$ cat src/rtl/cache_pkg.sv
// Shared types, geometry constants and address-slicing helpers for the cache controller.
package cache_pkg;

   localparam int unsigned CACHE_ADDR_W   = 16;
   localparam int unsigned CACHE_DATA_W   = 8;
   localparam int unsigned CACHE_INDEX_W  = 3;
   localparam int unsigned CACHE_OFFSET_W = 5;

   localparam int unsigned TAG_W      = CACHE_ADDR_W - CACHE_INDEX_W - CACHE_OFFSET_W;
   localparam int unsigned LINES      = 1 << CACHE_INDEX_W;
   localparam int unsigned LINE_BYTES = 1 << CACHE_OFFSET_W;

   // Controller states, kept as plain constants so legacy tools can consume them
   typedef logic [2:0] state_t;
   localparam state_t S_IDLE    = 3'd0;
   localparam state_t S_COMPARE = 3'd1;
   localparam state_t S_WB      = 3'd2;
   localparam state_t S_FILL    = 3'd3;
   localparam state_t S_DONE    = 3'd4;

   function automatic logic [TAG_W-1:0] get_tag(input logic [CACHE_ADDR_W-1:0] a);
      return a[CACHE_ADDR_W-1 -: TAG_W];
   endfunction

   function automatic logic [CACHE_INDEX_W-1:0] get_idx(input logic [CACHE_ADDR_W-1:0] a);
      return a[CACHE_OFFSET_W +: CACHE_INDEX_W];
   endfunction

   function automatic logic [CACHE_OFFSET_W-1:0] get_off(input logic [CACHE_ADDR_W-1:0] a);
      return a[CACHE_OFFSET_W-1:0];
   endfunction

endpackage

$ cat src/rtl/cache_controller_if.sv
// CPU-side request bus and byte-serial SDRAM handshake of the cache controller.
// slave: the cache controller; master: the CPU/SDRAM environment driving it.
interface cache_controller_if #(
   parameter int unsigned ADDR_W = 16,
   parameter int unsigned DATA_W = 8
);
   logic              cs;
   logic              wr_rd;
   logic [ADDR_W-1:0] add;
   logic [DATA_W-1:0] cpu_wdata;
   logic [DATA_W-1:0] cpu_rdata;
   logic              rdy;
   logic              mem_strb;
   logic              mem_wr_rd;
   logic [ADDR_W-1:0] mem_add;
   logic [DATA_W-1:0] mem_wdata;
   logic [DATA_W-1:0] mem_rdata;
   logic              mem_ack;

   modport slave (
      input  cs, wr_rd, add, cpu_wdata, mem_rdata, mem_ack,
      output cpu_rdata, rdy, mem_strb, mem_wr_rd, mem_add, mem_wdata
   );

   modport master (
      output cs, wr_rd, add, cpu_wdata, mem_rdata, mem_ack,
      input  cpu_rdata, rdy, mem_strb, mem_wr_rd, mem_add, mem_wdata
   );
endinterface

$ cat src/rtl/cache_line_store.sv
// Line storage: 8 x 32-byte data array with one read/write port, plus per-line tag,
// valid and dirty. Only valid/dirty are cleared by i_clr_n; data and tags are not reset.
module cache_line_store
   import cache_pkg::*;
(
   input  logic                      i_clk,
   input  logic                      i_clr_n,
   input  logic [CACHE_INDEX_W-1:0]  i_idx,
   input  logic [CACHE_OFFSET_W-1:0] i_off,
   input  logic                      i_data_we,
   input  logic [CACHE_DATA_W-1:0]   i_data_wdata,
   output logic [CACHE_DATA_W-1:0]   o_data_rdata,
   input  logic                      i_tag_we,
   input  logic [TAG_W-1:0]          i_tag_wdata,
   input  logic                      i_dirty_set,
   input  logic                      i_dirty_clr,
   output logic [TAG_W-1:0]          o_tag,
   output logic                      o_valid,
   output logic                      o_dirty
);

   logic [CACHE_DATA_W-1:0] r_data [LINES*LINE_BYTES];
   logic [TAG_W-1:0]        r_tag  [LINES];
   logic [LINES-1:0]        r_valid;
   logic [LINES-1:0]        r_dirty;
   logic [CACHE_INDEX_W+CACHE_OFFSET_W-1:0] w_addr;

   assign w_addr       = {i_idx, i_off};
   assign o_data_rdata = r_data[w_addr];
   assign o_tag        = r_tag[i_idx];
   assign o_valid      = r_valid[i_idx];
   assign o_dirty      = r_dirty[i_idx];

   // Data array write port
   always_ff @(posedge i_clk) begin
      if (i_data_we) begin
         r_data[w_addr] <= i_data_wdata;
      end
   end

   // Tag is written once the fill of a line completes
   always_ff @(posedge i_clk) begin
      if (i_tag_we) begin
         r_tag[i_idx] <= i_tag_wdata;
      end
   end

   // Valid/dirty bits, cleared together so an aborted fill leaves the line invalid
   always_ff @(posedge i_clk or negedge i_clr_n) begin
      if (!i_clr_n) begin
         r_valid <= '0;
         r_dirty <= '0;
      end else begin
         if (i_tag_we) begin
            r_valid[i_idx] <= 1'b1;
         end
         if (i_dirty_set) begin
            r_dirty[i_idx] <= 1'b1;
         end else if (i_dirty_clr) begin
            r_dirty[i_idx] <= 1'b0;
         end
      end
   end

endmodule

$ cat src/rtl/cache_controller.sv
// Direct-mapped, write-back, write-allocate cache controller with a byte-serial
// strobe/ack SDRAM interface. Optional CACHE_STATS_EN adds saturating hit/miss counters.
// Parameters must agree with the geometry constants in cache_pkg.
module cache_controller #(
   parameter int unsigned ADDR_W   = 16,
   parameter int unsigned DATA_W   = 8,
   parameter int unsigned INDEX_W  = 3,
   parameter int unsigned OFFSET_W = 5
) (
   input  logic               i_clk,
   input  logic               i_rst_n,
   cache_controller_if.slave  io_bus
`ifdef CACHE_STATS_EN
   ,
   output logic [15:0]        o_hit_cnt,
   output logic [15:0]        o_miss_cnt
`endif
);
   import cache_pkg::*;

   state_t              r_state;
   logic                r_cs_q;
   logic                r_req_wr;
   logic [ADDR_W-1:0]   r_req_add;
   logic [DATA_W-1:0]   r_req_wdata;
   logic [OFFSET_W-1:0] r_cnt;
   logic                r_rdy;
   logic [DATA_W-1:0]   r_cpu_rdata;
   logic                r_mem_strb;
   logic                r_mem_wr_rd;
   logic [ADDR_W-1:0]   r_mem_add;
   logic [DATA_W-1:0]   r_mem_wdata;

   logic [TAG_W-1:0]    w_req_tag;
   logic [INDEX_W-1:0]  w_req_idx;
   logic [OFFSET_W-1:0] w_req_off;
   logic [TAG_W-1:0]    w_line_tag;
   logic                w_line_valid;
   logic                w_line_dirty;
   logic [DATA_W-1:0]   w_rdata;
   logic                w_accept;
   logic                w_ack;
   logic                w_last;
   logic                w_hit;
   logic [OFFSET_W-1:0] w_off;
   logic                w_data_we;
   logic [DATA_W-1:0]   w_data_wdata;
   logic                w_tag_we;
   logic                w_dirty_set;
   logic                w_dirty_clr;

   assign w_req_tag = get_tag(r_req_add);
   assign w_req_idx = get_idx(r_req_add);
   assign w_req_off = get_off(r_req_add);

   // Only a rising edge of cs in IDLE starts a request; a held cs never re-triggers
   assign w_accept = (r_state == S_IDLE) && io_bus.cs && !r_cs_q;
   // An ack only counts while our strobe is out
   assign w_ack    = r_mem_strb && io_bus.mem_ack;
   assign w_last   = (r_cnt == {OFFSET_W{1'b1}});
   assign w_hit    = w_line_valid && (w_line_tag == w_req_tag);

   // Line-store port control: byte counter during bursts, request offset otherwise
   always_comb begin
      w_off        = w_req_off;
      w_data_we    = 1'b0;
      w_data_wdata = r_req_wdata;
      w_tag_we     = 1'b0;
      w_dirty_set  = 1'b0;
      w_dirty_clr  = 1'b0;
      case (r_state)
         S_WB: begin
            w_off       = r_cnt;
            w_dirty_clr = w_ack && w_last;
         end
         S_FILL: begin
            w_off        = r_cnt;
            w_data_we    = w_ack;
            w_data_wdata = io_bus.mem_rdata;
            w_tag_we     = w_ack && w_last;
         end
         S_DONE: begin
            w_data_we   = r_req_wr;
            w_dirty_set = r_req_wr;
         end
         default: ;
      endcase
   end

   cache_line_store u_store (
      .i_clk        (i_clk),
      .i_clr_n      (i_rst_n),
      .i_idx        (w_req_idx),
      .i_off        (w_off),
      .i_data_we    (w_data_we),
      .i_data_wdata (w_data_wdata),
      .o_data_rdata (w_rdata),
      .i_tag_we     (w_tag_we),
      .i_tag_wdata  (w_req_tag),
      .i_dirty_set  (w_dirty_set),
      .i_dirty_clr  (w_dirty_clr),
      .o_tag        (w_line_tag),
      .o_valid      (w_line_valid),
      .o_dirty      (w_line_dirty)
   );

   // Main FSM: request capture, tag compare, writeback/fill bursts and completion
   always_ff @(posedge i_clk or negedge i_rst_n) begin
      if (!i_rst_n) begin
         r_state     <= S_IDLE;
         r_cs_q      <= 1'b0;
         r_req_wr    <= 1'b0;
         r_req_add   <= '0;
         r_req_wdata <= '0;
         r_cnt       <= '0;
         r_rdy       <= 1'b1;
         r_cpu_rdata <= '0;
         r_mem_strb  <= 1'b0;
         r_mem_wr_rd <= 1'b0;
         r_mem_add   <= '0;
         r_mem_wdata <= '0;
      end else begin
         r_cs_q <= io_bus.cs;
         case (r_state)
            S_IDLE: begin
               if (w_accept) begin
                  r_req_add   <= io_bus.add;
                  r_req_wr    <= io_bus.wr_rd;
                  r_req_wdata <= io_bus.cpu_wdata;
                  r_rdy       <= 1'b0;
                  r_state     <= S_COMPARE;
               end
            end
            S_COMPARE: begin
               r_cnt <= '0;
               if (w_hit) begin
                  r_state <= S_DONE;
               end else if (w_line_dirty) begin
                  r_state <= S_WB;
               end else begin
                  r_state <= S_FILL;
               end
            end
            S_WB: begin
               // Strobe drops on the ack edge, giving at least one idle cycle per byte
               if (w_ack) begin
                  r_mem_strb <= 1'b0;
                  r_cnt      <= r_cnt + OFFSET_W'(1);
                  if (w_last) begin
                     r_state <= S_FILL;
                  end
               end else if (!r_mem_strb) begin
                  r_mem_strb  <= 1'b1;
                  r_mem_wr_rd <= 1'b1;
                  r_mem_add   <= {w_line_tag, w_req_idx, r_cnt};
                  r_mem_wdata <= w_rdata;
               end
            end
            S_FILL: begin
               if (w_ack) begin
                  r_mem_strb <= 1'b0;
                  r_cnt      <= r_cnt + OFFSET_W'(1);
                  if (w_last) begin
                     r_state <= S_DONE;
                  end
               end else if (!r_mem_strb) begin
                  r_mem_strb  <= 1'b1;
                  r_mem_wr_rd <= 1'b0;
                  r_mem_add   <= {w_req_tag, w_req_idx, r_cnt};
               end
            end
            S_DONE: begin
               if (!r_req_wr) begin
                  r_cpu_rdata <= w_rdata;
               end
               r_rdy   <= 1'b1;
               r_state <= S_IDLE;
            end
            default: begin
               r_state <= S_IDLE;
               r_rdy   <= 1'b1;
            end
         endcase
      end
   end

`ifdef CACHE_STATS_EN
   logic [15:0] r_hit_cnt;
   logic [15:0] r_miss_cnt;

   // Saturating hit/miss counters, one event per tag compare
   always_ff @(posedge i_clk or negedge i_rst_n) begin
      if (!i_rst_n) begin
         r_hit_cnt  <= '0;
         r_miss_cnt <= '0;
      end else if (r_state == S_COMPARE) begin
         if (w_hit) begin
            if (r_hit_cnt != 16'hFFFF) begin
               r_hit_cnt <= r_hit_cnt + 16'd1;
            end
         end else if (r_miss_cnt != 16'hFFFF) begin
            r_miss_cnt <= r_miss_cnt + 16'd1;
         end
      end
   end

   assign o_hit_cnt  = r_hit_cnt;
   assign o_miss_cnt = r_miss_cnt;
`endif

   assign io_bus.rdy       = r_rdy;
   assign io_bus.cpu_rdata = r_cpu_rdata;
   assign io_bus.mem_strb  = r_mem_strb;
   assign io_bus.mem_wr_rd = r_mem_wr_rd;
   assign io_bus.mem_add   = r_mem_add;
   assign io_bus.mem_wdata = r_mem_wdata;

endmodule

$ cat src/flat_wrapper.sv
// flat-port wrapper written by rule: the top's interface ports become plain ports
module cache_controller_flat import cache_pkg::*;
#(
   parameter int unsigned ADDR_W   = 16,
   parameter int unsigned DATA_W   = 8,
   parameter int unsigned INDEX_W  = 3,
   parameter int unsigned OFFSET_W = 5
)
  (i_clk, i_rst_n, io_bus_cs, io_bus_wr_rd, io_bus_add, io_bus_cpu_wdata, io_bus_mem_rdata, io_bus_mem_ack, io_bus_cpu_rdata, io_bus_rdy, io_bus_mem_strb, io_bus_mem_wr_rd, io_bus_mem_add, io_bus_mem_wdata);
  cache_controller_if #(.ADDR_W(ADDR_W), .DATA_W(DATA_W)) io_bus_i ();
  input  logic i_clk;
  input  logic i_rst_n;
  input wire logic [$bits(io_bus_i.cs)-1:0] io_bus_cs;
  input wire logic [$bits(io_bus_i.wr_rd)-1:0] io_bus_wr_rd;
  input wire logic [$bits(io_bus_i.add)-1:0] io_bus_add;
  input wire logic [$bits(io_bus_i.cpu_wdata)-1:0] io_bus_cpu_wdata;
  input wire logic [$bits(io_bus_i.mem_rdata)-1:0] io_bus_mem_rdata;
  input wire logic [$bits(io_bus_i.mem_ack)-1:0] io_bus_mem_ack;
  output wire logic [$bits(io_bus_i.cpu_rdata)-1:0] io_bus_cpu_rdata;
  output wire logic [$bits(io_bus_i.rdy)-1:0] io_bus_rdy;
  output wire logic [$bits(io_bus_i.mem_strb)-1:0] io_bus_mem_strb;
  output wire logic [$bits(io_bus_i.mem_wr_rd)-1:0] io_bus_mem_wr_rd;
  output wire logic [$bits(io_bus_i.mem_add)-1:0] io_bus_mem_add;
  output wire logic [$bits(io_bus_i.mem_wdata)-1:0] io_bus_mem_wdata;
  assign io_bus_i.cs = io_bus_cs;
  assign io_bus_i.wr_rd = io_bus_wr_rd;
  assign io_bus_i.add = io_bus_add;
  assign io_bus_i.cpu_wdata = io_bus_cpu_wdata;
  assign io_bus_i.mem_rdata = io_bus_mem_rdata;
  assign io_bus_i.mem_ack = io_bus_mem_ack;
  assign io_bus_cpu_rdata = io_bus_i.cpu_rdata;
  assign io_bus_rdy = io_bus_i.rdy;
  assign io_bus_mem_strb = io_bus_i.mem_strb;
  assign io_bus_mem_wr_rd = io_bus_i.mem_wr_rd;
  assign io_bus_mem_add = io_bus_i.mem_add;
  assign io_bus_mem_wdata = io_bus_i.mem_wdata;
  cache_controller #(.ADDR_W(ADDR_W), .DATA_W(DATA_W), .INDEX_W(INDEX_W), .OFFSET_W(OFFSET_W)) u_core (.i_clk(i_clk), .i_rst_n(i_rst_n), .io_bus(io_bus_i));
endmodule
$ cat config.mk
export PLATFORM = sky130hd
export DESIGN_NAME = cache_controller_flat
export DESIGN_NICKNAME = d
export VERILOG_FILES = /design/src/rtl/cache_pkg.sv /design/src/rtl/cache_controller_if.sv /design/src/rtl/cache_line_store.sv /design/src/rtl/cache_controller.sv /design/src/flat_wrapper.sv
export SDC_FILE = /design/constraint.sdc
export NUM_CORES = 2
export LEC_CHECK = 0
export ABC_CLOCK_PERIOD_IN_PS = 4700
export CAP_MARGIN = 20
export CORE_MARGIN = 4
export CORE_UTILIZATION = 40
export DETAILED_ROUTE_END_ITERATION = 16
export PLACE_DENSITY = 0.52
export SYNTH_ARGS = -nofsm -noshare
export SYNTH_HDL_FRONTEND = slang
export SYNTH_SLANG_ARGS = --single-unit
$ cat constraint.sdc
create_clock -name i_clk -period 4.7 [get_ports i_clk]
set_input_delay 0.47 -clock i_clk [delete_from_list [all_inputs] [get_ports i_clk]]
set_output_delay 0.47 -clock i_clk [all_outputs]
set_load 0.02 [all_outputs]
==> flow_summary.toml <==
[outcome]
status = "completed"

[place]
placedCellCount = 7495
gp_routability_congestion = 0.839
post-place-ws_ns = 0.346
port_buffers = 71
detailed_place_hpwl_um = 140000

[synthesis]
synth-seq-area-share_pct = 79.4
synth_edf_count = 2112
synth_top_flop_cell = "edfxtp_1"
synth-seq-cells = 2197
avgSynthCellArea_um2 = 16.8
synth.distinct_cells = 58
synth_area_leaders = "edfxtp_1 (77%), a22oi_1 (8.5%), a21oi_1 (2.8%)"
synth_common_cells = "edfxtp_1 (2112), a22oi_1 (931), a21oi_1 (464)"
synthCells = 4907
synth_top_area_share_pct = 76.9
syn_area_um2 = 82500
async_reset_ff_share_pct = 3.87
synth_top_cell_by_area = "edfxtp_1"
yosys_warnings = 0
synth_fp_nets = 4946
yosysMostFrequentCell = "edfxtp_1"

[setup_path]
critPathRequiredTime_ns = 5.50
worstPathMaxFanout = 42
critPathCaptureType = "flip-flop"
cp-start-kind = "flip-flop"
cp.arrival_ns = 5.31
critical_path_class = "reg2reg"

[route]
vias = 47100
dr.first_iter.drc_count = 5545
drc_errors = 0
drt-pass1-iter-count = 6
wl_per_cell_um = 30.2
routed_wl_um = 239000
routed_via_density = 5.95
postRouteAntennaNets = 0

[floorplan]
dieArea_um2 = 214000
start_util_pct = 40.2
die_w_um = 462
pin_count = 72
num_rows = 166
die_h_um = 462
core-area_um2 = 205000

[cts]
cts_buffers = 222
clk_latency_ns = 0.87
postCtsHoldBufs = 1
cts_root_buffer = "clkbuf_16"
post_cts_resized = 0
cts_tree = "built"
cts.sinks = 2197
cts.path.max_buffers = 3
path_clk_slew_ns = 0.06
htreeDepth = 4
cts_setup_buffers = 0

[timing]
hold_viol = 0
relSlewSlack_pct = 13.2
rsz0062_at_grt = "no"
tightest_slew_ns = 1.30
fin_crit_sh_pct = 95.9
drv_slew = 0
fin_tns_setup_ns = 0
max_freq_ghz = 0.222
clock_skew_ns = 0.0382
finalCriticalPeriod_ns = 4.51
setup_slack_ns = 0.193
setup_viol = 0

[pwr]
finalPower_mw = 62.2
powerDensity_nw_per_um2 = 659
p_leak_nw = 29.1
ir_drop_v = 0.000967

[grt]
grt_pass1_vias = 46100
grt_max_degree = 211
grt_remaining_overflow = 0
grt_pass1_wl_um = 342000
track_usage_pct = 22.0
antenna_found_initial = 6

[layout]
antennaDiodeCount = 0
syn_to_final_growth_pct = 14.4
nNetsFinal = 5073
fillers = 17400
fin_cells = 7908
drive_above_1_share_pct = 12.1

[worst_hold_path]
hold_path.class = "in2reg"

[flow_run]
drv_cap = 0
-- sequential cells by signal, summed over array words and instances, names as in the netlist, named ones only --
register                 cells
u_core.r_req_add            16
u_core.io_bus.rdy            1
u_core.r_cnt                 5
u_core.u_store.r_data     2048
u_core.u_store.r_tag        64
u_core.io_bus.cpu_rdata      8
u_core.r_cs_q                1
u_core.io_bus.mem_wr_rd      1
u_core.io_bus.mem_strb       1
u_core.io_bus.mem_wdata      8
u_core.r_req_wdata           8
u_core.u_store.r_valid       8
u_core.io_bus.mem_add       16
u_core.r_state               3
u_core.r_req_wr              1
-- area by class of cell --
| type | count | area (µm²) | area share (%) |
|---|---|---|---|
| Clock inverter | 114 | 1100 | 1.16 |
| Inverter | 7 | 26.3 | 0.0278 |
| Tap cell | 2688 | 3360 | 3.56 |
| Clock buffer | 296 | 6050 | 6.41 |
| Sequential cell | 2197 | 65600 | 69.4 |
| Multi-Input combinational cell | 2329 | 15500 | 16.4 |
| Timing Repair Buffer | 277 | 2840 | 3.01 |
-- final timing paths --
kind / start / to / slack (ns) / depth (start not counted)
max: u_core.r_state[1]$_DFFE_PN0P_ / u_core.io_bus.cpu_rdata[5]$_DFFE_PN0P_ / 0.19 / 11
min: io_bus_cs / u_core.r_cs_q$_DFF_PN0_ / 0.11 / 1
max reg2reg: u_core.r_state[1]$_DFFE_PN0P_ / u_core.io_bus.cpu_rdata[5]$_DFFE_PN0P_ / 0.19 / 11
min reg2reg: u_core.u_store.r_valid[3]$_DFFE_PN0P_ / u_core.u_store.r_valid[3]$_DFFE_PN0P_ / 0.46 / 1
max in group asynchronous: i_rst_n / u_core.r_req_add[5]$_DFFE_PN0P_ / 3.46 / 3
min in group asynchronous: i_rst_n / u_core.io_bus.mem_add[4]$_DFFE_PN0P_ / 0.12 / 2
-- per-layer routing --
layer	vias up	GRT usage (%)	share of wire [%]	wire length, µm
met5	-	0	0	0
met4	0	5.62	2.4	5670
met3	299	3.61	7.0	16700
met2	1918	34.8	47	113000
met1	24500	31.9	43	103000
li1	20300	-	-	-
-- placed cells by master (no fill, tap or decap), types with 43 or more instances in the layout --
cell type           n
edfxtp_1         2112
clkbuf_1           56
a21oi_1           464
nor2_1            292
buf_4             160
buf_12             45
a221oi_1           44
clkdlybuf4s50_1    70
dfrtp_1            83
nand2_1            80
clkinv_1           52
a22oi_1           931
mux2_2             44
nand4_1            43
clkbuf_16         225
a22o_1             67
nor4_1             96
-- worst max-delay path: stages (launching register included) --
cell and delay, ns:
dfrtp_1 0.57, or4b_2 0.69, o31ai_4 0.21, buf_12 0.32, buf_4 0.44, a22oi_1 0.12
a21oi_1 0.29, nor4_1 0.14, a22oi_1 0.51, nand4_1 0.60, nand4_1 0.26, mux2_2 0.18
-- metrics by stage --
stage,instance area [µm²],utilization (%),hold WS [ns]
floorplan,82500,-,0.174
global placement,87200,42.5,0.449
detailed placement,87200,42.5,0.447
CTS,94400,46.0,0.0332
global route,94400,46.0,0.0815
finish,94400,46.0,0.110
-- where the power goes --
part	switching, mW	internal (mW)
Combinational	14.5	5.67
Clock	7.43	9.94
Sequential	0.321	24.3
Total	22.3	40.0
-- cell families (layout without fill, tap and decap cells) --
group | Yosys count | count (layout) | synth area share (%)
AOI/OAI and AO/OA | 1620 | 1620 | 13.6
xor gates and xnor gates | 10 | 10 | 0.106
adders and majority gates | 2 | 2 | 0.0303
buffers and inverters | 381 | 694 | 2.10
DFF | 2197 | 2197 | 79.4
muxes | 76 | 76 | 1.16
and+or+nand+nor | 621 | 621 | 3.58
No activity file was read; power rests on OpenSTA's default activity.
